**src/rtl/raster_primitive_sequencer.sv**
```systemverilog
// Assembles SETVERTEX operands into triangles, queues them and issues them to the rasterizer.
// Define RAST_SEQ_STRIP_EN for triangle-strip assembly; otherwise triangle-list only.
module raster_primitive_sequencer #(
  parameter int TRI_DEPTH    = 4,
  parameter int CNT_WIDTH    = 16,
  parameter int OPCODE_WIDTH = 8,
  parameter int VREG_WIDTH   = 32,
  parameter logic [OPCODE_WIDTH-1:0] OP_STARTPRIMITIVE = OPCODE_WIDTH'('h10),
  parameter logic [OPCODE_WIDTH-1:0] OP_SETVERTEX      = OPCODE_WIDTH'('h11),
  parameter logic [OPCODE_WIDTH-1:0] OP_ENDPRIMITIVE   = OPCODE_WIDTH'('h12),
  parameter logic [OPCODE_WIDTH-1:0] OP_DRAW           = OPCODE_WIDTH'('h13)
) (
  input  logic                    I_CLOCK,
  input  logic                    I_RESET_N,
  input  logic                    I_Valid,
  input  logic [OPCODE_WIDTH-1:0] I_Opcode,
  input  logic [VREG_WIDTH-1:0]   I_Vertex,
  input  logic [VREG_WIDTH-1:0]   I_ColorIn,
  output logic                    O_Ready,
  output logic                    O_TriValid,
  input  logic                    I_RastReady,
  input  logic                    I_RastIdle,
  output logic [VREG_WIDTH-1:0]   O_V0,
  output logic [VREG_WIDTH-1:0]   O_V1,
  output logic [VREG_WIDTH-1:0]   O_V2,
  output logic [VREG_WIDTH-1:0]   O_C0,
  output logic [VREG_WIDTH-1:0]   O_C1,
  output logic [VREG_WIDTH-1:0]   O_C2,
  output logic                    O_DrawDone,
  output logic                    O_Error,
  output logic [CNT_WIDTH-1:0]    O_TriCount
);
  localparam int PW = $clog2(TRI_DEPTH);
  localparam int CW = PW + 1;
  localparam int TW = 6 * VREG_WIDTH;

  typedef enum logic [1:0] {S_IDLE, S_ASSEMBLE, S_DRAIN} state_t;

  state_t                state_q, state_d;
  logic [1:0]            vcnt_q, vcnt_d;
  logic                  started_q, started_d;
  logic                  odd_q, odd_d;
  logic [VREG_WIDTH-1:0] sv0_q, sv0_d, sv1_q, sv1_d, sc0_q, sc0_d, sc1_q, sc1_d;
  logic [TW-1:0]         tri_mem_q [0:TRI_DEPTH-1];
  logic [PW-1:0]         wr_ptr_q, rd_ptr_q;
  logic [CW-1:0]         count_q, count_d;
  logic                  ready_q, tri_valid_q, done_q, done_d, err_q, err_d;
  logic [CNT_WIDTH-1:0]  tri_cnt_q;
  logic                  push;
  logic [TW-1:0]         push_tri;
  logic                  accept, hs, partial;

  assign accept  = I_Valid & ready_q;
  assign hs      = tri_valid_q & I_RastReady;
  // A strip that has already emitted a triangle may end on any vertex.
  assign partial = (vcnt_q != 2'd0) && !started_q;

  always_comb begin
    state_d   = state_q;
    vcnt_d    = vcnt_q;
    started_d = started_q;
    odd_d     = odd_q;
    sv0_d     = sv0_q;
    sv1_d     = sv1_q;
    sc0_d     = sc0_q;
    sc1_d     = sc1_q;
    err_d     = 1'b0;
    done_d    = 1'b0;
    push      = 1'b0;
    push_tri  = '0;
    case (state_q)
      S_IDLE: begin
        if (accept) begin
          if (I_Opcode == OP_STARTPRIMITIVE) begin
            state_d   = S_ASSEMBLE;
            vcnt_d    = 2'd0;
            started_d = 1'b0;
            odd_d     = 1'b0;
          end else if (I_Opcode == OP_SETVERTEX || I_Opcode == OP_ENDPRIMITIVE) begin
            err_d = 1'b1;
          end else if (I_Opcode == OP_DRAW) begin
            state_d = S_DRAIN;
          end
        end
      end
      S_ASSEMBLE: begin
        if (accept) begin
          if (I_Opcode == OP_SETVERTEX) begin
            if (vcnt_q == 2'd2) begin
              push = 1'b1;
`ifdef RAST_SEQ_STRIP_EN
              push_tri  = odd_q ? {sv1_q, sv0_q, I_Vertex, sc1_q, sc0_q, I_ColorIn}
                                : {sv0_q, sv1_q, I_Vertex, sc0_q, sc1_q, I_ColorIn};
              sv0_d     = sv1_q;
              sc0_d     = sc1_q;
              sv1_d     = I_Vertex;
              sc1_d     = I_ColorIn;
              odd_d     = !odd_q;
              started_d = 1'b1;
`else
              push_tri = {sv0_q, sv1_q, I_Vertex, sc0_q, sc1_q, I_ColorIn};
              vcnt_d   = 2'd0;
`endif
            end else if (vcnt_q == 2'd0) begin
              sv0_d  = I_Vertex;
              sc0_d  = I_ColorIn;
              vcnt_d = 2'd1;
            end else begin
              sv1_d  = I_Vertex;
              sc1_d  = I_ColorIn;
              vcnt_d = 2'd2;
            end
          end else if (I_Opcode == OP_ENDPRIMITIVE) begin
            state_d = S_IDLE;
            err_d   = partial;
          end else if (I_Opcode == OP_STARTPRIMITIVE) begin
            vcnt_d    = 2'd0;
            started_d = 1'b0;
            odd_d     = 1'b0;
            err_d     = 1'b1;
          end else if (I_Opcode == OP_DRAW) begin
            state_d = S_DRAIN;
            err_d   = partial;
          end
        end
      end
      default: begin
        if (count_q == '0 && !hs && I_RastIdle) begin
          state_d = S_IDLE;
          done_d  = 1'b1;
        end
      end
    endcase
    count_d = count_q + CW'(push) - CW'(hs);
  end

  always_ff @(posedge I_CLOCK) begin
    if (!I_RESET_N) begin
      state_q     <= S_IDLE;
      vcnt_q      <= 2'd0;
      started_q   <= 1'b0;
      odd_q       <= 1'b0;
      sv0_q       <= '0;
      sv1_q       <= '0;
      sc0_q       <= '0;
      sc1_q       <= '0;
      wr_ptr_q    <= '0;
      rd_ptr_q    <= '0;
      count_q     <= '0;
      ready_q     <= 1'b0;
      tri_valid_q <= 1'b0;
      done_q      <= 1'b0;
      err_q       <= 1'b0;
      tri_cnt_q   <= '0;
      for (int i = 0; i < TRI_DEPTH; i++) tri_mem_q[i] <= '0;
    end else begin
      state_q     <= state_d;
      vcnt_q      <= vcnt_d;
      started_q   <= started_d;
      odd_q       <= odd_d;
      sv0_q       <= sv0_d;
      sv1_q       <= sv1_d;
      sc0_q       <= sc0_d;
      sc1_q       <= sc1_d;
      count_q     <= count_d;
      // Flags are registered from next-state so full/drain stalls upstream without a bubble of overflow.
      ready_q     <= (count_d != CW'(TRI_DEPTH)) && (state_d != S_DRAIN);
      tri_valid_q <= (count_d != '0);
      done_q      <= done_d;
      err_q       <= err_d;
      if (push) begin
        tri_mem_q[wr_ptr_q] <= push_tri;
        wr_ptr_q            <= wr_ptr_q + PW'(1);
      end
      if (hs) begin
        rd_ptr_q <= rd_ptr_q + PW'(1);
        if (tri_cnt_q != '1) tri_cnt_q <= tri_cnt_q + CNT_WIDTH'(1);
      end
    end
  end

  assign O_Ready    = ready_q;
  assign O_TriValid = tri_valid_q;
  assign O_DrawDone = done_q;
  assign O_Error    = err_q;
  assign O_TriCount = tri_cnt_q;
  assign {O_V0, O_V1, O_V2, O_C0, O_C1, O_C2} = tri_mem_q[rd_ptr_q];
endmodule

```
**config.mk**
```make
export PLATFORM = sky130hd
export DESIGN_NAME = raster_primitive_sequencer
export DESIGN_NICKNAME = d
export VERILOG_FILES = /design/src/rtl/raster_primitive_sequencer.sv
export SDC_FILE = /design/constraint.sdc
export NUM_CORES = 1
export LEC_CHECK = 0
export BUFFER_PORTS_ARGS = -buffer_cell sky130_fd_sc_hd__buf_2
export CAP_MARGIN = 20
export CORE_AREA = 2 2 336 338
export DETAILED_ROUTE_END_ITERATION = 8
export DIE_AREA = 0 0 338 340
export HOLD_SLACK_MARGIN = 0.06
export PLACE_DENSITY = 0.52
export SETUP_SLACK_MARGIN = 0.3
export SYNTH_ARGS = -nofsm -noshare
export SYNTH_HDL_FRONTEND = slang
export SYNTH_SLANG_ARGS = --single-unit
export TNS_END_PERCENT = 5
```
**constraint.sdc**
```tcl
create_clock -name I_CLOCK -period 33.2 [get_ports I_CLOCK]
set_input_delay 6.64 -clock I_CLOCK [delete_from_list [all_inputs] [get_ports I_CLOCK]]
set_output_delay 6.64 -clock I_CLOCK [all_outputs]
set_load 0.02 [all_outputs]
```
# After elaboration in Yosys (flattened, before gate mapping)
# Memory sizes are Yosys's and may differ from the RTL's. A register that Yosys moved wholly into a read port is not among the register bits.
# Cells that the tools add are included.
[totals] out_inout_bits=212 reg_bits=160 ramBits=768 input_bits=77 elab_cells=111 n_memories=1
[mem_list] name="tri_mem_q" words=4 word_bits=192 read_ports=1 rd_clocked_by_memory_dff=1 write_ports=4 line="44" text="logic [TW-1:0] tri_mem_q [0:TRI_DEPTH-1];"
[op_classes] n_bitwise=5 eq_ne=14 muxes=51 addsub=5 n_reduce_logical=20
[op_table] op="192-bit two-way mux" n=5
[op_table] op="192-bit OR reduction" n=1
[op_table] op="2-bit two-way mux" n=19
[op_table] op="8-bit by 5-bit == test with 1-bit output (second input constant)" n=4
[op_table] op="1-bit two-way mux" n=23
[op_table] op="16-bit by 1-bit adder with 16-bit output (second input constant)" n=1
[op_table] op="16-bit inequality test (second input constant)" n=1
[op_table] op="5-bit AND reduction" n=3
[op_table] op="2-bit inequality test (second input constant)" n=5
[op_table] op="2-bit case mux with 2 select lines" n=2
[op_table] op="3-bit inequality test (second input constant)" n=2
[op_table] op="2-bit by 1-bit adder with 2-bit output (second input constant)" n=2
[op_table] op="1-bit logical AND" n=4
[op_table] op="2-bit logical NOT" n=2
[op_table] op="1-bit case mux with 2 select lines" n=2
[op_table] op="4-bit AND reduction" n=1
[op_table] op="2-bit nonzero test" n=2
[op_table] op="3-bit by 1-bit adder with 3-bit output" n=1
[op_table] op="3-bit logical NOT" n=1
[op_table] op="1-bit inverter" n=3
[op_table] op="3-bit nonzero test" n=1
[op_table] op="3-bit OR reduction" n=1
[op_table] op="3-bit by 1-bit subtractor with 3-bit output" n=1
[op_table] op="1-bit bitwise AND" n=2
[op_table] op="5 further kinds" n=6

# Logic depth before layout (Yosys ltp)
# Gate-level depths: netlist of run 1.
[logic_depth] depth_word=10 depth_mapped=11 depth_no_buf=10

# Worst setup path before layout of run 1
# Ideal clock, no wire load.
[synth_path] path_kind="input-to-reg" start="input port I_Opcode[7]" end="memory tri_mem_q[0][0] (netlist bit), enable pin" required_ns=32.175 n_path_buf=0 cell_stages=3 setup_slack_ns=10.812 arrival_time_ns=21.363 path_cell_list="nor4_2 -> nand4_1 -> o31ai_1"
[synth_lines] item="start, declared" line="16" text="input logic [OPCODE_WIDTH-1:0] I_Opcode,"
[synth_lines] item="end, declared" line="44"

==> results of run 1 <==
==> placed cells by master, fill, tap and decap left out, types with 4 or more instances in the layout <==
cell type | synthesis | routed
nand3_1 | 134 | 134
clkbuf_1 | 109 | 24
nor2b_1 | 4 | 4
o21ai_0 | 137 | 137
clkbuf_8 | 0 | 13
or3_1 | 7 | 7
buf_4 | 3 | 18
xnor2_1 | 5 | 5
nand4_1 | 7 | 7
nand2_1 | 76 | 75
clkbuf_16 | 0 | 103
and2_1 | 771 | 771
buf_12 | 0 | 8
nor4_1 | 5 | 5
clkinv_2 | 0 | 23
nor3_1 | 4 | 4
dfxtp_1 | 161 | 159
or4_1 | 4 | 4
inv_1 | 11 | 11
nor2_1 | 12 | 12
bufinv_16 | 0 | 5
a21oi_1 | 16 | 16
edfxtp_1 | 768 | 768
buf_2 | 54 | 288
mux4_2 | 192 | 192
o31ai_1 | 8 | 5
clkinv_1 | 0 | 13
==> logic make-up (layout without fill, tap and decap cells) <==
| group | Yosys count | in the layout |
|---|---|---|
| xor gates and xnor gates | 6 | 6 |
| adders and majority gates | 4 | 4 |
| and+or+nand+nor | 1045 | 1045 |
| buffers and inverters | 196 | 516 |
| other | 0 | 3 |
| muxes | 195 | 195 |
| DFF | 929 | 929 |
| AOI/OAI and AO/OA | 170 | 170 |
==> sequential cells by signal, indices dropped and copies added (netlist names), named ones only <==
register    count
tri_mem_q     768
sc0_q          32
sc1_q          32
sv0_q          32
sv1_q          32
O_TriCount     16
count_q         3
rd_ptr_q        2
state_q         2
vcnt_q          2
wr_ptr_q        2
O_DrawDone      1
O_Error         1
O_Ready         1
O_TriValid      1
==> worst paths after layout <==
path	startpoint	endpoint	depth (start not counted)
setup / recovery	I_Opcode[7]	tri_mem_q[1][78]$_SDFFCE_PN0P_	8
hold / removal	sc1_q[16]$_SDFFE_PN0P_	sc1_q[16]$_SDFFE_PN0P_	2
setup reg to reg	state_q[0]$_SDFF_PN0_	tri_mem_q[1][78]$_SDFFCE_PN0P_	7
hold reg to reg	sc1_q[16]$_SDFFE_PN0P_	sc1_q[16]$_SDFFE_PN0P_	2
==> metrics by stage <==
step                total power, mW  setup slack, ns  cell area (µm²)  hold WS [ns]
finish                         2.87            22.15            44900         0.499
global route                   2.98            21.83            44900         0.528
CTS                            2.91            22.09            44900         0.501
detailed placement             1.80            21.37            41600         0.492
global placement               1.80            21.43            41600         0.477
floorplan                      1.65            10.81            38700         0.470
==> synthesized netlist by cell type (3+ instances only) <==
| cell | count | area (µm²) |
|---|---|---|
| a21oi_1 | 16 | 80.1 |
| and2_1 | 771 | 4820 |
| and3_1 | 3 | 18.8 |
| buf_1 | 19 | 71.3 |
| buf_2 | 54 | 270 |
| buf_4 | 3 | 22.5 |
| clkbuf_1 | 109 | 409 |
| dfxtp_1 | 161 | 3220 |
| edfxtp_1 | 768 | 23100 |
| ha_1 | 3 | 37.5 |
| inv_1 | 11 | 41.3 |
| mux2i_1 | 3 | 30.0 |
| mux4_2 | 192 | 4320 |
| nand2_1 | 76 | 285 |
| nand3_1 | 134 | 671 |
| nand3b_1 | 3 | 22.5 |
| nand4_1 | 7 | 43.8 |
| nor2_1 | 12 | 45.0 |
| nor2b_1 | 4 | 25.0 |
| nor3_1 | 4 | 20.0 |
| nor4_1 | 5 | 31.3 |
| o21ai_0 | 137 | 686 |
| o31ai_1 | 8 | 60.1 |
| or3_1 | 7 | 43.8 |
| or4_1 | 4 | 30.0 |
| xnor2_1 | 5 | 43.8 |
==> final cells by class <==
cell class,count,share of cell area (%)
Antenna cell,3,0.0167
Clock buffer,139,6.31
Clock inverter,50,1.00
Inverter,11,0.0920
Multi-Input combinational cell,1420,25.9
Sequential cell,929,58.6
Tap cell,1500,4.18
Timing Repair Buffer,316,3.96
==> power breakdown <==
part	internal, mW	total [mW]	switching [mW]
sequential	1.31	1.33	0.0223
clock	0.638	1.11	0.469
combinational	0.166	0.430	0.264
==> routing by layer <==
metal,track usage [%],vias up,routed length [µm]
met5,0,-,13
met4,4.56,2,1960
met3,3.79,117,5940
met2,29.9,496,50200
met1,22.0,11300,41400
li1,-,9811,-
==> critical path: stages <==
cell     delay, ns
buf_2         0.10
nor4_2        0.48
nand4_1       0.53
or3_1         0.56
nand2_4       0.57
buf_4         0.72
buf_4         0.73
buf_4         0.83
==> flow_summary.yaml, run 1 <==
global_route:
  grt_use_total_pct: 17.3
  overflow: 0
  antenna_found_initial: 4
  grt_pass1_wl_um: 149000
  grt_max_degree: 196
  first_global_vias: 23100
cts:
  cts_tree: "yes"
  root_buffer: "clkbuf_16"
  numClockSinks: 929
  cts.repair.resized: 0
  holdBufCountCts: 0
  cts-buffers-inserted: 101
  cts_buffer_depth: 3
  clk_latency_ns: 0.69
  clk_pin_slew_ns: 0.06
  post-cts-setup-buffers: 0
  h-tree-depth: 3
logic_synthesis:
  async_reset_ff_share_pct: 0
  synthAdderAreaFrac_pct: 0.149
  synthSimpleGateAreaFrac_pct: 16.0
  synthCells: 2545
  synthMuxAreaShare_pct: 11.3
  ys_seq_area_share_pct: 68.0
  synth_edf_count: 768
  synth.distinct_cells: 49
  synth-compound-area-share_pct: 2.32
  yosys_warnings: 0
  synth-xor-area-share_pct: 0.136
  yosys_register_bits: 929
  synth_nets: 2626
  synth_area_per_cell_um2: 15.2
  synth_flop_cell: "edfxtp_1"
  synth.cell_area_um2: 38700
  synth_top_family_by_area: "simple AND/OR/NAND/NOR gates"
min_path:
  hold_path_class: "reg2reg"
placed_design:
  gp_congestion: 0.730
  dp_hpwl_um: 52200
  dp.cells: 4174
  port_buffers: 288
die:
  coreArea_um2: 112000
  fp.dieW_um: 338
  dieArea_um2: 115000
  rows: 123
  initial_utilization_pct: 34.6
  die_h_um: 340
  io_pins: 289
critical_path:
  critPathRequiredTime_ns: 33.49
  cp.arrival_ns: 11.34
  crit_type: "in2reg"
  crit_path_start_kind: "primary input"
  critPathCaptureType: "register"
  reg2reg_setup_slack_ns: 28.04
  crit_fanout: 55
timing:
  period_minus_slack_ns: 11.05
  post-route-period-util_pct: 33.3
  rsz0062_at_grt: "false"
  relSlewSlack_pct: 24.5
  worst_pin_slew_ns: 1.13
  finClkSkew_ns: 0.0368
  finalSetupTns_ns: 0
  hold_violations: 0
  drv_slew: 0
  max_freq_mhz: 90.5
  setup_violations: 0
power_and_ir_drop:
  max-vdd-ir-drop_uv: 42.8
  powerDensity_nw_per_um2: 63.9
  total_leakage_power_nw: 15.4
flow_run:
  maxCapViolations: 0
detailed_routing:
  first_iter_violations: 1346
  viasPerCell: 4.98
  post_drt_wl_per_cell_um: 22.8
  ant_nets: 0
  vias: 21800
  drt-pass1-iter-count: 5
  totalWireLength_um: 99600
  route.detailed.drc: 0
final_layout:
  finalNonFillerCells: 4368
  layout-drive-gt1-share_pct: 23.6
  final_util_pct: 40.2
  area.sequential_um2: 26300
  syn2layout_area_growth_pct: 16.2
  multi_input_area_um2: 11600
  finalNetCount: 2860
  fill_cells: 10300
run_status:
  status: "finished, final reports clean"
No activity file was read; power rests on OpenSTA's default activity.
==> run 2, diff against run 1 <==
==> constraint.sdc (replaced) <==
create_clock -name I_CLOCK -period 11.6 [get_ports I_CLOCK]
set_input_delay 2.32 -clock I_CLOCK [delete_from_list [all_inputs] [get_ports I_CLOCK]]
set_output_delay 2.32 -clock I_CLOCK [all_outputs]
set_load 0.02 [all_outputs]
==> flow_summary.yaml, run 2 (synthesis results as in run 1) <==
run_status:
  status: "finished, final reports clean"
cts:
  root_buffer: "clkbuf_16"
  cts_tree: "yes"
  clk_latency_ns: 0.69
  cts_buffer_depth: 3
  numClockSinks: 929
  post-cts-setup-buffers: 0
  clk_pin_slew_ns: 0.06
  cts-buffers-inserted: 102
  h-tree-depth: 3
  cts.repair.resized: 0
  holdBufCountCts: 0
final_layout:
  finalNetCount: 2869
  final_util_pct: 40.4
  syn2layout_area_growth_pct: 16.7
  largest_reg_flops: 768
  layout-drive-gt1-share_pct: 23.9
  final_cell_mix: "and2_1, edfxtp_1, buf_2"
  final_common_cell: "and2_1"
  top_register: "tri_mem_q"
power_and_ir_drop:
  total_leakage_power_nw: 15.6
  p_int_mw: 6.17
  combPwrFrac_pct: 14.9
  max-vdd-ir-drop_uv: 127
  p_seq_share_pct: 45.8
  powerDensity_nw_per_um2: 185
  netSwitchingPower_mw: 2.17
  clockPowerShare_pct: 39.3
  switching_share_pct: 26.0
timing:
  rsz0062_at_grt: "false"
  drv_slew: 0
  hold_violations: 0
  setup_ws_ns: 5.73
  post-route-period-util_pct: 50.6
  relSlewSlack_pct: 24.5
  finClkSkew_ns: 0.0337
  max_freq_mhz: 170
  worst_pin_slew_ns: 1.12
  period_minus_slack_ns: 5.87
  setup_violations: 0
critical_path:
  cp.arrival_ns: 3.55
  critPathCaptureType: "primary output"
  crit_fanout: 45
  worst_r2r_startpoint: "state_q[0]$_SDFF_PN0_"
  crit_path_start_kind: "register"
  critPathRequiredTime_ns: 9.28
  crit_type: "reg2out"
die:
  dieArea_um2: 115000
  initial_utilization_pct: 34.6
  die_h_um: 340
  io_pins: 289
  fp.dieW_um: 338
  coreArea_um2: 112000
  rows: 123
detailed_routing:
  drt-pass1-iter-count: 5
  post_drt_wl_per_cell_um: 23.0
  route.detailed.drc: 0
  ant_nets: 0
  totalWireLength_um: 101000
  vias: 21600
  viasPerCell: 4.94
  first_iter_violations: 1382
global_route:
  first_global_vias: 23100
  antenna_found_initial: 7
  overflow: 0
  grt_max_degree: 141
  grt_pass1_wl_um: 150000
  grt_use_total_pct: 17.5
placed_design:
  dp_hpwl_um: 54100
  gp_congestion: 0.735
  port_buffers: 288
  dp_slack_ns: 5.06
min_path:
  hold_path_class: "reg2reg"
  hold_start: "sc1_q[22]$_SDFFE_PN0P_"
flow_run:
  maxCapViolations: 0
==> run 2: changes by cell type in the layout (fill, tap and decap cells not counted), moves of 2 or more <==
cell | before | now
buf_4 | 18 | 26
bufinv_16 | 5 | 10
clkbuf_1 | 24 | 29
buf_12 | 8 | 4
buf_16 | 1 | 4
clkinv_1 | 13 | 11
clkinv_2 | 23 | 21
diode_2 | 3 | 1
inv_6 | 2 | 4
==> run 2: cell type report <==
cell class                 instances  area [µm²]
multi-input combinational       1420       11600
fill                           10200       66500
timing repair buffer             324        1860
clock inverter                    51         563
tap                             1500        1880
antenna                            1        2.50
clock buffer                     143        2840
sequential                       929       26300
inverter                          11        41.3
==> run 2: layer usage <==
metal	part of all wire, %	wire length (µm)	GRT usage, %	up-vias
met2	50	50300	29.9	480
met5	0.052	52	0	-
met4	2.3	2310	5.06	8
li1	-	-	-	9829
met1	42	42600	22.5	11200
met3	5.5	5520	3.69	150
==> run 2: critical path, stage by stage, from the launching register on <==
cell	delay (ns)
dfxtp_4	0.70
buf_4	0.67
buf_4	0.50
buf_16	0.33
mux4_2	0.40
buf_2	0.22
==> run 2: final timing paths <==
kind | to | depth (start not counted) | slack [ns]
worst max-delay path | O_C0[29] | 5 | 5.73
worst min-delay path | sc1_q[22]$_SDFFE_PN0P_ | 2 | 0.50
worst max register to register | tri_mem_q[1][94]$_SDFFCE_PN0P_ | 6 | 7.66
worst min register to register | sc1_q[22]$_SDFFE_PN0P_ | 2 | 0.50
==> run 2: per-stage QoR <==
step                setup TNS [ns]  cell area, µm²  instances  total power, mW  hold WS, ns
finish                           0           45100       4379             8.34        0.497
global route                     0           45100       4379             8.65        0.526
CTS                              0           45000       4374             8.46        0.500
detailed placement               0           41600       4180             5.16        0.492
global placement                 0           41600       4178             5.15        0.483
floorplan                  -267.94           38700       2545             4.70        0.470
==> run 2: power groups by stage <==
stage	Combinational [mW]	Clock [mW]	Sequential, mW
2_1_floorplan	0.817	0	3.88
3_3_place_gp	1.27	0	3.88
3_5_place_dp	1.27	0	3.89
4_1_cts	1.27	3.36	3.82
5_1_grt	1.33	3.48	3.84
6_report	1.24	3.28	3.82
==> run 3, diff against run 2 <==
==> constraint.sdc (replaced) <==
create_clock -name I_CLOCK -period 5.83 [get_ports I_CLOCK]
set_input_delay 1.166 -clock I_CLOCK [delete_from_list [all_inputs] [get_ports I_CLOCK]]
set_output_delay 1.166 -clock I_CLOCK [all_outputs]
set_load 0.02 [all_outputs]
==> flow_summary.yaml, run 3 (synthesis results as in run 1) <==
run_status:
  status: "finished, final reports clean"
detailed_routing:
  ant_nets: 0
  drt-pass1-iter-count: 5
  viasPerCell: 4.96
  post_drt_wl_per_cell_um: 22.8
  first_iter_violations: 1385
  route.detailed.drc: 0
  totalWireLength_um: 99800
  vias: 21700
final_layout:
  finalNonFillerCells: 4376
  fill_cells: 10300
  top_register: "tri_mem_q"
  multi_input_area_um2: 11600
  finalNetCount: 2871
  syn2layout_area_growth_pct: 16.5
  layout-drive-gt1-share_pct: 23.6
  final_common_cell: "and2_1"
  area.sequential_um2: 26300
  largest_reg_flops: 768
  final_cell_mix: "and2_1, edfxtp_1, buf_2"
cts:
  cts_tree: "yes"
  post-cts-setup-buffers: 0
  cts-buffers-inserted: 100
  root_buffer: "clkbuf_16"
  holdBufCountCts: 0
  cts_buffer_depth: 3
  h-tree-depth: 3
  cts.repair.resized: 0
  clk_pin_slew_ns: 0.06
  clk_latency_ns: 0.67
  numClockSinks: 929
timing:
  relSlewSlack_pct: 27.2
  rsz0062_at_grt: "false"
  drv_slew: 0
  max_freq_mhz: 247
  holdWs_ns: 0.497
  setup_violations: 0
  finClkSkew_ns: 0.0286
  finalSetupTns_ns: 0
  hold_violations: 0
  period_minus_slack_ns: 4.05
  post-route-period-util_pct: 69.5
  worst_pin_slew_ns: 1.09
placed_design:
  dp_hpwl_um: 54100
  gp_congestion: 0.744
  port_buffers: 288
  dp.cells: 4187
global_route:
  overflow: 0
  grt_max_degree: 130
  grt_use_total_pct: 17.4
  grt_pass1_wl_um: 149000
  first_global_vias: 23500
  antenna_found_initial: 5
power_and_ir_drop:
  netSwitchingPower_mw: 4.21
  p_int_mw: 12.0
  total_leakage_power_nw: 15.7
  combPwrFrac_pct: 15.2
  p_seq_share_pct: 46.8
  clockPowerShare_pct: 38.1
  powerDensity_nw_per_um2: 360
  max-vdd-ir-drop_uv: 220
  switching_share_pct: 26.0
flow_run:
  maxCapViolations: 0
critical_path:
  crit_fanout: 32
  critPathCaptureType: "primary output"
  path_cells: "buf_4 -> mux4_2 -> buf_2"
  crit_path_start_kind: "register"
  crit_type: "reg2out"
  critPathRequiredTime_ns: 4.66
  cpPeakStageDelay_ns: 0.87
  path_buf_inv: 2
  critPathSlowestCell: "dfxtp_4"
  cpLargestDelayFamily: "flip-flops"
  cp.arrival_ns: 2.89
die:
  fp.dieW_um: 338
  initial_utilization_pct: 34.6
  dieArea_um2: 115000
  coreArea_um2: 112000
  io_pins: 289
  die_h_um: 340
  rows: 123
min_path:
  hold_path_class: "reg2reg"
## run 3: changes by cell type in the layout (fill, tap and decap cells not counted), sizes merged
cell      change
clkinvlp      -1
clkbuf       +20
clkinv       -16
buf           +4
inv           -2
bufinv        -8
## run 3: path summary, 6_finish.rpt
| kind | slack [ns] | end | start | cells after the start |
|---|---|---|---|---|
| max | 1.78 | O_V1[4] | register | 3 |
| min | 0.50 | sv1_q[27]$_SDFFE_PN0P_ | sv1_q[27]$_SDFFE_PN0P_ | 2 |
| max reg2reg | 2.50 | tri_mem_q[1][45]$_SDFFCE_PN0P_ | state_q[0]$_SDFF_PN0_ | 5 |
| min reg2reg | 0.50 | sv1_q[27]$_SDFFE_PN0P_ | sv1_q[27]$_SDFFE_PN0P_ | 2 |
## run 3: through the flow
stage               util, %  worst slack, ns  cell area (µm²)  total power [mW]
finish                 40.4             1.78            45000              16.2
floorplan                 -            -1.48            38700              9.29
detailed placement     37.5             1.39            41800              10.3
global route           40.4             1.57            45000              16.8
CTS                    40.3             1.59            45000              16.4
global placement       37.5             1.47            41800              10.2
## run 3: routing by layer
metal  share of wire (%)  wire length (µm)  global-route usage (%)
met1                  42             41700                    22.4
met2                  50             50000                    29.7
met3                 5.6              5610                    3.33
met4                 2.5              2480                    5.19
met5               0.016                16                       0
## run 3: cell type report
cell class | count | area share (%)
Clock inverter | 24 | 0.467
Antenna cell | 1 | 0.00556
Timing Repair Buffer | 328 | 4.41
Sequential cell | 929 | 58.4
Clock buffer | 163 | 6.64
Inverter | 11 | 0.0917
Tap cell | 1500 | 4.17
Multi-Input combinational cell | 1420 | 25.8
## run 3: power groups by stage
| stage | sequential, mW | clock, mW | combinational [mW] |
|---|---|---|---|
| floorplan | 7.68 | 0 | 1.61 |
| global placement | 7.71 | 0 | 2.53 |
| detailed placement | 7.73 | 0 | 2.53 |
| CTS | 7.59 | 6.32 | 2.54 |
| global route | 7.61 | 6.58 | 2.62 |
| finish | 7.58 | 6.17 | 2.46 |
## run 3: worst min-delay path, cell delays in order (launching register included)
cell and delay (ns):
dfxtp_1 0.33, nand3_1 0.06, o21ai_0 0.06
